[src/rtl/reg_alu_sequencer_pkg.sv]
// Shared definitions for the register-file/ALU sequencer: instruction layout,
// carry-mode codes, FSM states and the carry-in selection helper.
package reg_alu_sequencer_pkg;

  localparam int INSTR_W = 24;
  localparam int ADDR_W  = 4;
  localparam int REP_W   = 4;
  localparam int FUNC_W  = 3;

  typedef enum logic [1:0] {
    CMODE_ZERO = 2'b00,
    CMODE_ONE  = 2'b01,
    CMODE_FLAG = 2'b10,
    CMODE_RSVD = 2'b11
  } cmode_e;

  typedef enum logic {
    IDLE = 1'b0,
    EXEC = 1'b1
  } state_e;

  // Member order mirrors the instruction word, MSB first.
  typedef struct packed {
    logic [REP_W-1:0]  rep;
    logic [FUNC_W-1:0] func;
    cmode_e            cmode;
    logic              sel;
    logic              wen;
    logic              inc;
    logic [ADDR_W-1:0] dest;
    logic [ADDR_W-1:0] left;
    logic [ADDR_W-1:0] right;
  } instr_t;

  function automatic logic carrySelect(input cmode_e mode, input logic flag);
    logic c;
    c = 1'b0;
    case (mode)
      CMODE_ONE:  c = 1'b1;
      CMODE_FLAG: c = flag;
      default:    c = 1'b0;
    endcase
    return c;
  endfunction

endpackage

[src/rtl/reg_alu_sequencer_decode.sv]
// Combinational decode: splits the raw instruction into named fields and
// picks the ALU carry input from the held carry mode.
module reg_alu_sequencer_decode
  import reg_alu_sequencer_pkg::*;
(
  input  logic [INSTR_W-1:0] instr_i,
  input  cmode_e             cmode_i,
  input  logic               flag_i,
  output instr_t             fields_o,
  output logic               crIn_o
);

  assign fields_o = instr_t'(instr_i);
  assign crIn_o   = carrySelect(cmode_i, flag_i);

endmodule

[src/rtl/reg_alu_sequencer.sv]
// Control stage for the register-file/ALU datapath: accepts micro-instructions,
// repeats them with optional address auto-increment and chains the ALU carry.
module reg_alu_sequencer
  import reg_alu_sequencer_pkg::*;
#(
  parameter int DATA_W = 32
) (
  input  logic               clock,
  input  logic               reset,
  input  logic [INSTR_W-1:0] instr_in,
  input  logic               instr_valid,
  output logic               instr_ready,
  input  logic [DATA_W-1:0]  data_in,
  input  logic               data_valid,
  output logic               data_ready,
  output logic [FUNC_W-1:0]  func,
  output logic               crIn,
  output logic [ADDR_W-1:0]  leftAddr,
  output logic [ADDR_W-1:0]  rightAddr,
  output logic [ADDR_W-1:0]  destAddr,
  output logic               writeEn,
  output logic               selInput,
  output logic [DATA_W-1:0]  dataIn,
  input  logic               crOut,
  output logic               busy,
  output logic               carry_flag
);

  state_e            state_q, state_d;
  logic [REP_W-1:0]  cnt_q, cnt_d;
  logic [FUNC_W-1:0] func_q, func_d;
  cmode_e            cmode_q, cmode_d;
  logic              sel_q, sel_d;
  logic              wen_q, wen_d;
  logic              inc_q, inc_d;
  logic [ADDR_W-1:0] dest_q, dest_d;
  logic [ADDR_W-1:0] left_q, left_d;
  logic [ADDR_W-1:0] right_q, right_d;
  logic              carry_q, carry_d;

  instr_t dec;
  logic   issue, lastIssue, accept;

  reg_alu_sequencer_decode u_decode (
    .instr_i  (instr_in),
    .cmode_i  (cmode_q),
    .flag_i   (carry_q),
    .fields_o (dec),
    .crIn_o   (crIn)
  );

  // An instruction that reads dataIn may only issue when an operand word is present;
  // everything that has an effect is gated by reset so an aborted iteration never writes.
  assign issue       = (state_q == EXEC) && (!sel_q || data_valid) && !reset;
  assign lastIssue   = issue && (cnt_q == '0);
  assign instr_ready = !reset && ((state_q == IDLE) || lastIssue);
  assign accept      = instr_valid && instr_ready;

  assign writeEn    = issue && wen_q;
  assign data_ready = issue && sel_q;
  assign busy       = (state_q != IDLE) && !reset;
  assign func       = func_q;
  assign selInput   = sel_q;
  assign destAddr   = dest_q;
  assign leftAddr   = left_q;
  assign rightAddr  = right_q;
  assign dataIn     = data_in;
  assign carry_flag = carry_q;

  // A new instruction accepted on the last issue overrides the iteration update,
  // giving back-to-back execution without an idle cycle.
  always_comb begin
    state_d = state_q;
    cnt_d   = cnt_q;
    func_d  = func_q;
    cmode_d = cmode_q;
    sel_d   = sel_q;
    wen_d   = wen_q;
    inc_d   = inc_q;
    dest_d  = dest_q;
    left_d  = left_q;
    right_d = right_q;
    carry_d = carry_q;
    if (issue) begin
      carry_d = crOut;
      if (inc_q) begin
        dest_d  = dest_q + ADDR_W'(1);
        left_d  = left_q + ADDR_W'(1);
        right_d = right_q + ADDR_W'(1);
      end
      if (lastIssue) begin
        state_d = IDLE;
      end else begin
        cnt_d = cnt_q - REP_W'(1);
      end
    end
    if (accept) begin
      state_d = EXEC;
      cnt_d   = dec.rep;
      func_d  = dec.func;
      cmode_d = dec.cmode;
      sel_d   = dec.sel;
      wen_d   = dec.wen;
      inc_d   = dec.inc;
      dest_d  = dec.dest;
      left_d  = dec.left;
      right_d = dec.right;
    end
  end

  always_ff @(posedge clock) begin
    if (reset) begin
      state_q <= IDLE;
      cnt_q   <= '0;
      func_q  <= '0;
      cmode_q <= CMODE_ZERO;
      sel_q   <= 1'b0;
      wen_q   <= 1'b0;
      inc_q   <= 1'b0;
      dest_q  <= '0;
      left_q  <= '0;
      right_q <= '0;
      carry_q <= 1'b0;
    end else begin
      state_q <= state_d;
      cnt_q   <= cnt_d;
      func_q  <= func_d;
      cmode_q <= cmode_d;
      sel_q   <= sel_d;
      wen_q   <= wen_d;
      inc_q   <= inc_d;
      dest_q  <= dest_d;
      left_q  <= left_d;
      right_q <= right_d;
      carry_q <= carry_d;
    end
  end

endmodule
[config.mk]
export PLATFORM = sky130hd
export DESIGN_NAME = reg_alu_sequencer
export DESIGN_NICKNAME = d
export VERILOG_FILES = /design/src/rtl/reg_alu_sequencer_pkg.sv /design/src/rtl/reg_alu_sequencer_decode.sv /design/src/rtl/reg_alu_sequencer.sv
export SDC_FILE = /design/constraint.sdc
export NUM_CORES = 1
export LEC_CHECK = 0
export CORE_ASPECT_RATIO = 1.2
export CORE_MARGIN = 2
export CORE_UTILIZATION = 32
export CTS_CLUSTER_DIAMETER = 40
export CTS_CLUSTER_SIZE = 16
export DETAILED_ROUTE_END_ITERATION = 8
export GPL_TIMING_DRIVEN = 0
export PLACE_DENSITY = 0.8
export SYNTH_ARGS = -nofsm -noshare
export SYNTH_HDL_FRONTEND = slang
export SYNTH_SLANG_ARGS = --single-unit
[constraint.sdc]
create_clock -name clock -period 2.9 [get_ports clock]
set_input_delay 0.435 -clock clock [delete_from_list [all_inputs] [get_ports clock]]
set_output_delay 0.435 -clock clock [all_outputs]
set_load 0.005 [all_outputs]
# Word level (Yosys, flattened, before mapping)
# Index checks and enable logic that the tools add are counted.
dict set report totals {
  regBits 26
  in_bits 61
  wordCells 54
}
dict set report classes {
  addsub 4
  n_eq_ne 3
  mux 16
  bitwise 1
  n_reduce_logical 19
}
# operator count
set ops {}
lappend ops {{$mux 4} 12}
lappend ops {{$add 4x1->4 const B} 3}
lappend ops {{$logic_and 1x1->1} 8}
lappend ops {{$reduce_and 2->1} 3}
lappend ops {{$reduce_bool 2->1} 3}
lappend ops {{$logic_not 4->1} 1}
lappend ops {{$sub 4x1->4 const B} 1}
lappend ops {{$mux 1} 3}
lappend ops {{$eq 2x1->1 const B} 1}
lappend ops {{$eq 2x2->1 const B} 1}
lappend ops {{$logic_not 1->1} 2}
lappend ops {{$logic_or 1x1->1} 2}
lappend ops {{$ne 2x1->1 const B} 1}
lappend ops {{$pmux 1 s2} 1}
lappend ops {{$not 1->1} 1}

# Longest topological paths before layout
# Gate-level depths: netlist of the first run.
dict set report depth {
  ltp_word 10
  ltp_mapped 7
  depth_no_buf 6
}

# By module
# From an unflattened synthesis of the first run, not the netlist that was laid out.
dict set report unflattened {
  hier_cells 217
  area_unflattened_um2 1796.7
}
# mod n_inst cells_per_inst area_per_inst_um2 seq_area_each_um2
set by_module_without_submodules {}
lappend by_module_without_submodules {reg_alu_sequencer 1 187 1575.3 520.5}
lappend by_module_without_submodules {reg_alu_sequencer_decode 1 30 221.5 0.0}

# Worst setup path after synthesis of the first run
# OpenSTA, ideal clock, no wires.
dict set report synth_timing {
  path_type {register to output}
  from {register cnt_q[0]}
  to {output port instr_ready}
  arrival_ps 1128
  required_ps 2465
  setup_slack_ps 1337
  stages_incl_launch_ff 6
  path_buffers 0
  path_cell_list {dfxtp_1 > inv_1 > ha_1 > nor3b_4 > nand3_1 > a21oi_1}
}
dict set report synth_between {
  elab_chain_len 4
}
# item line
set synth_rtl {}
lappend synth_rtl {{start: declaration} reg_alu_sequencer.sv:30} ;# logic [REP_W-1:0] cnt_q, cnt_d;
lappend synth_rtl {{start signal: assignment} reg_alu_sequencer.sv:126} ;# cnt_q <= cnt_d;
lappend synth_rtl {{$logic_not 4->1} reg_alu_sequencer.sv:55} ;# assign lastIssue = issue && (cnt_q == '0);
lappend synth_rtl {{$logic_and 1x1->1} reg_alu_sequencer.sv:55}
lappend synth_rtl {{$logic_or 1x1->1} reg_alu_sequencer.sv:56} ;# assign instr_ready = !reset && ((state_q == IDLE) || lastIssue);
lappend synth_rtl {{$logic_and 1x1->1} reg_alu_sequencer.sv:56}
lappend synth_rtl {{end: declaration} reg_alu_sequencer.sv:12} ;# output logic instr_ready,
# No other way between the ends.

# Worst setup path after layout of the first run
dict set report layout_timing {
  from {input port reset}
  to {output port instr_ready}
}
dict set report layout_between {
  elab_chain_len 5
}
# item line
set layout_rtl {}
lappend layout_rtl {{start: declaration} reg_alu_sequencer.sv:9} ;# input logic reset,
lappend layout_rtl {{$logic_not 1->1 (*)} {reg_alu_sequencer.sv:54, reg_alu_sequencer.sv:56}}
lappend layout_rtl {{$logic_and 1x1->1} reg_alu_sequencer.sv:54} ;# assign issue = (state_q == EXEC) && (!sel_q || data_valid) && !reset;
lappend layout_rtl {{$logic_and 1x1->1} reg_alu_sequencer.sv:55}
lappend layout_rtl {{$logic_or 1x1->1} reg_alu_sequencer.sv:56}
lappend layout_rtl {{$logic_and 1x1->1 (*)} reg_alu_sequencer.sv:56}
# Every way passes the cells marked *; elsewhere a longest branch is shown, timed or not.

==> out/qor.txt, run 1 <==
Outcome: completed
Post-route ant nets: 0
Final WS setup: 0.154 ns
R2R Path End: cnt_q[1]
Worst setup path start: reset
Initial antenna violation count: 0
Period utilization: 94.7%
Clock Root Buffer: clkbuf_8
Register area share after synthesis: 30.6%
Cell taking the most area after synthesis: dfxtp_1
LEAKAGE: 1.08 nW
P per Cell Area: 442 nW/um^2
Fin Setup TNS: 0 ns
Critical Path Source Type: primary input
Wirelength per Cell: 13.4 um
CTS Buffer Depth: 2
DR vias: 1,589
CTS buffer count: 3
First-pass GRT wire length: 7540 um
Max-cap violation count: 0
RR Startpoint: cnt_q[0]
Avg Inst Size Synth: 9.00 sq um
Resize count post-CTS: 0
Syn nets: 257
Share of the synthesized area in the top cell type: 30.6%
Initial drt markers: 47
Vias in the first global route: 1,645
Hold EP: wen_q
Slew headroom: 55.7%
RSZ-0062 raised after global routing: no
TritonCTS clock tree: yes
Nets: 344
Grt ovf: 0
H-Tree Depth: 1
Routed Wire Length: 4500 um
Fillers: 525
Post-CTS Setup Inserts: 0
Reg2Reg Setup Slack: 1.19 ns
Largest cells by area after synthesis: dfxtp_1 31%, buf_4 14%, a211oi_2 9.6%, ha_1 5.1%, nor2_1 4.0%
Min Tclk post-route: 2.75 ns
EDFF count, synth: 0
Final Wtd Congestion: 0.802
Proportion of layout cells with a drive suffix above 1: 24.4%
Placed cells: 333
Min-delay worst type: flip-flop to flip-flop
Reg2reg path depth: 7
# hold bufs at CTS: 0
IO buf count: 82
Peak Freq: 364 MHz
Gr usage total: 15.7%
Hold slack: 0.476 ns
Setup violators final: 0
DRT Pass-1 Iters: 4
Critical Path RT: 2.47 ns
Hold Path Origin: wen_q
Yosys warning count: 0
Via/cell ratio: 4.72
Crit path DAT: 2.31 ns
Synthesized area: 1700 sq um
Die height: 83.9 um
Clk sinks: 26
DRC violations left: 0
Synthesis-stage register bit count: 26
Chip Width: 70.6 um
Max IR drop VDD: 0.214 mV
Final non-filler cell total: 337
Worst slew pin tran: 0.664 ns
Crit Path Max Fanout: 10
FFs w/ async S/R, synth: 0%
Crit Path Class: primary input to output pin
Core area: 5230 sq um
Layout Skew: 0.00233 ns
Starting Density: 32.6%
Crit. End Element: output pin
Worst skew pair latency: 0.28 ns
Largest net degree at the start of global routing: 16
Most used DFF post-synth: dfxtp_1
Post-Synthesis Cells: 189
Die area: 5920 sq um
Antenna Cells: 0
Hold path depth: 2
Fin. Hold Viols: 0
Post-DP HPWL: 3500 um
# IOs: 115
Commonest cells post-synth: 32 x buf_4, 26 x dfxtp_1, 18 x nor2_1, 17 x nand2_1, 13 x a211oi_2
Most frequent cell after synthesis: buf_4
Layout area overhead: 57.0%
Rows: 29
DP Worst Slack: 0.125 ns
CTS clk-pin slew, worst paths: 0.09 ns
Max-slew violation count: 0
Post-synth cell types: 36
## report_power, final
group / internal, mW / switching [mW]
Combinational: 0.253 / 0.169
Sequential: 0.405 / 0.0439
Clock: 0.185 / 0.126
Total: 0.844 / 0.338
## layout make-up
type / instances / area [sq um] / area share (%)
Inverter: 6 / 27.5 / 1.03
Clock inverter: 1 / 30.0 / 1.12
Timing Repair Buffer: 82 / 821 / 30.7
Multi-Input combinational cell: 116 / 852 / 31.9
Sequential cell: 26 / 520 / 19.5
Tap cell: 62 / 77.6 / 2.90
Clock buffer: 3 / 41.3 / 1.55
Buffer: 41 / 302 / 11.3
## worst max-delay path: stages
cell,delay (ns)
clkdlybuf4s50_1,0.51
buf_2,0.23
clkbuf_1,0.54
a21oi_1,0.10
clkdlybuf4s50_1,0.49
## flip-flops by register name, summed over array words and instances, names as in the netlist
register	cells
state_q	1
inc_q	1
cnt_q	4
leftAddr	4
selInput	1
carry_flag	1
func	3
cmode_q	2
destAddr	4
wen_q	1
rightAddr	4
## worst max path at each step
stage             endpoint  slack, ns  depth (start not counted)
2_1_floorplan  instr_ready       1.34                          5
3_3_place_gp   instr_ready       0.14                          5
3_5_place_dp   instr_ready       0.13                          5
4_1_cts        instr_ready       0.11                          5
5_1_grt        instr_ready       0.04                          5
6_report       instr_ready       0.15                          5
## per-layer routing
metal	up-vias	GRT usage (%)	wire, um
li1	788	-	-
met1	718	18.5	1840
met2	78	27.8	2180
met3	5	3.99	427
met4	0	4.63	55
met5	-	0	0
## placed cells by master (no fill, tap or decap), types with 7 or more instances in the layout
| master | instances |
|---|---|
| a211oi_2 | 13 |
| ha_1 | 7 |
| buf_4 | 32 |
| nor2_1 | 18 |
| clkdlybuf4s50_1 | 82 |
| nand2_1 | 17 |
| dfxtp_1 | 26 |
| a21oi_1 | 7 |
## stage by stage
step	power, mW	utilization (%)	instance area, sq um
after floorplan	0.683	-	1700
after global placement	0.871	49.8	2600
after detailed placement	0.882	49.8	2600
after CTS	1.19	51.1	2670
after global routing	1.24	51.1	2670
final	1.18	51.1	2670
## logic make-up after synthesis
kind of cell             synth area share (%)
flip-flops                               30.6
buffers and inverters                    19.3
multiplexers                             1.47
AND/OR/NAND/NOR                          22.1
XOR/XNOR                                 5.15
AO/OA/AOI/OAI                            16.2
adder cells (fa/ha/maj)                  5.15
No activity file was read; power rests on OpenSTA's default activity.
==> run 2: changes to the inputs <==
--- a/config.mk
+++ b/config.mk
@@ -7,12 +7,13 @@
 export LEC_CHECK = 0
 export CORE_ASPECT_RATIO = 1.2
 export CORE_MARGIN = 2
-export CORE_UTILIZATION = 32
+export CORE_UTILIZATION = 39
 export CTS_CLUSTER_DIAMETER = 40
 export CTS_CLUSTER_SIZE = 16
 export DETAILED_ROUTE_END_ITERATION = 8
+export GPL_ROUTABILITY_DRIVEN = 0
 export GPL_TIMING_DRIVEN = 0
-export PLACE_DENSITY = 0.8
+export PLACE_DENSITY = 0.93
 export SYNTH_ARGS = -nofsm -noshare
 export SYNTH_HDL_FRONTEND = slang
 export SYNTH_SLANG_ARGS = --single-unit
==> out/qor.txt, run 2 (synthesized netlist as in run 1, its figures left out) <==
Outcome: completed
Slew headroom: 54.3% (-1.5 points)
Commonest non-fill, non-tap cell in the layout: clkdlybuf4s50_1
Peak Freq: 368 MHz (+1.1%)
Placed cells: 327 (-1.8%)
Final non-filler cell total: 331 (-1.8%)
Max IR drop VDD: 0.227 mV (+5.9%)
TritonCTS clock tree: yes
DRC violations left: 0 (unchanged)
H-Tree Depth: 1 (unchanged)
Post-DP HPWL: 3390 um (-3.0%)
CTS clk-pin slew, worst paths: 0.09 ns (about the same)
DP Worst Slack: 0.161 ns (+0.0358 ns)
Chip Width: 64.3 um (-8.9%)
CTS buffer count: 3 (unchanged)
Nets: 344 (unchanged)
Critical Path Source Type: primary input
P_int: 0.781 mW (-7.4%)
First-pass GRT wire length: 6890 um (-8.6%)
Clock power share: 21.3% (-5.0 points)
Crit. End Element: output pin
Resize count post-CTS: 0 (unchanged)
Core area: 4230 sq um (-19%)
Crit Path Class: primary input to output pin
Initial drt markers: 23 (-51%)
DR vias: 1,594 (+0.31%)
Post-route ant nets: 0 (unchanged)
Worst skew pair latency: 0.27 ns (about the same)
Setup violators final: 0 (unchanged)
LEAKAGE: 1.07 nW (-0.65%)
Crit Path Max Fanout: 10 (unchanged)
Placed cell area: 2590 sq um (-0.29%)
Starting Density: 40.2% (+7.7 points)
Fin Setup TNS: 0 ns (unchanged)
Fin. Hold Viols: 0 (unchanged)
Final WS setup: 0.183 ns (+0.0287 ns)
Via/cell ratio: 4.82 (+2.1%)
Sequential share of power: 40.5% (+2.5 points)
Post-CTS Setup Inserts: 0 (unchanged)
RSZ-0062 raised after global routing: no
Initial antenna violation count: 0 (unchanged)
Critical Path RT: 2.47 ns (about the same)
# IOs: 115 (unchanged)
# hold bufs at CTS: 0 (unchanged)
Wirelength per Cell: 13.0 um (-2.4%)
Switching power total: 0.326 mW (-3.8%)
Clk sinks: 26 (unchanged)
Net Sw Frac: 29.4% (+0.80 points)
Worst setup path start: reset
Largest net degree at the start of global routing: 15 (-1)
Gr usage total: 17.3% (+1.6 points)
DRT Pass-1 Iters: 4 (unchanged)
Die height: 76.4 um (-9.0%)
P per Cell Area: 418 nW/um^2 (-5.5%)
Min-delay worst type: flip-flop to flip-flop
Min Tclk post-route: 2.72 ns (-0.0287 ns)
Proportion of layout cells with a drive suffix above 1: 24.4% (unchanged)
Routed Wire Length: 4310 um (-4.2%)
Grt ovf: 0 (unchanged)
Hold Path Origin: func[0]
Highest-count cells in the layout ignoring fill and taps: 82 x clkdlybuf4s50_1, 32 x buf_4, 26 x dfxtp_1
Die area: 4910 sq um (-17%)
RR Startpoint: cnt_q[0]
Rows: 26 (-10%)
Vias in the first global route: 1,588 (-3.5%)
Antenna Cells: 0 (unchanged)
Comb power frac: 38.2% (+2.5 points)
Layout Skew: 0.00434 ns (+0.00200 ns)
Clock Root Buffer: clkbuf_8
Crit path DAT: 2.28 ns (-0.03 ns)
Design area: 2650 sq um (-0.89%)
CTS Buffer Depth: 2 (unchanged)
IO buf count: 82 (unchanged)
Period utilization: 93.7% (-0.99 points)
Max-slew violation count: 0 (unchanged)
Max-cap violation count: 0 (unchanged)
Worst slew pin tran: 0.686 ns (+0.0221 ns)
Layout area overhead: 55.6%
-- run 2: path summary, 6_finish.rpt --
check	endpoint	cells after the start	slack, ns
hold reg to reg	func[0]	2	0.47
setup reg to reg	cnt_q[1]	7	1.22
setup / recovery	instr_ready	5	0.18
hold / removal	func[0]	2	0.47
-- run 2: per-layer routing --
layer  routed length, um  vias to the layer above  share of wire [%]  GRT usage (%)
met5                   0                        -                  0              0
met2                2290                       67                 53           32.8
met4                  34                        0               0.79           4.04
met1                1640                      736                 38           18.8
li1                    -                      787                  -              -
met3                 341                        4                7.9           4.14
-- run 2: critical path, stage by stage --
cell and delay (ns):
clkdlybuf4s50_1 0.50, buf_2 0.21, clkbuf_1 0.55, a21oi_1 0.09, clkdlybuf4s50_1 0.49
-- run 2: cell type report --
cell class	count	area, sq um
multi-input cells	116	852
clock buffers	4	55.1
well taps	56	70.1
inverters	6	27.5
repair buffers	82	821
fillers	390	1580
flip-flops and latches	26	520
plain buffers	41	302
-- run 2: power by group through the flow --
stage / clock (mW) / sequential [mW] / combinational [mW]
2_1_floorplan: 0 / 0.451 / 0.232
3_5_place_dp: 0 / 0.456 / 0.423
6_report: 0.235 / 0.448 / 0.423
4_1_cts: 0.241 / 0.448 / 0.428
5_1_grt: 0.256 / 0.454 / 0.461
3_3_place_gp: 0 / 0.454 / 0.412
-- run 2: metrics by stage --
step | util [%] | power (mW) | hold WS, ns
6_report | 62.6 | 1.11 | 0.472
5_1_grt | 62.6 | 1.17 | 0.511
4_1_cts | 62.6 | 1.12 | 0.477
3_5_place_dp | 61.3 | 0.879 | 0.459
3_3_place_gp | 61.3 | 0.866 | 0.455
2_1_floorplan | - | 0.683 | 0.445
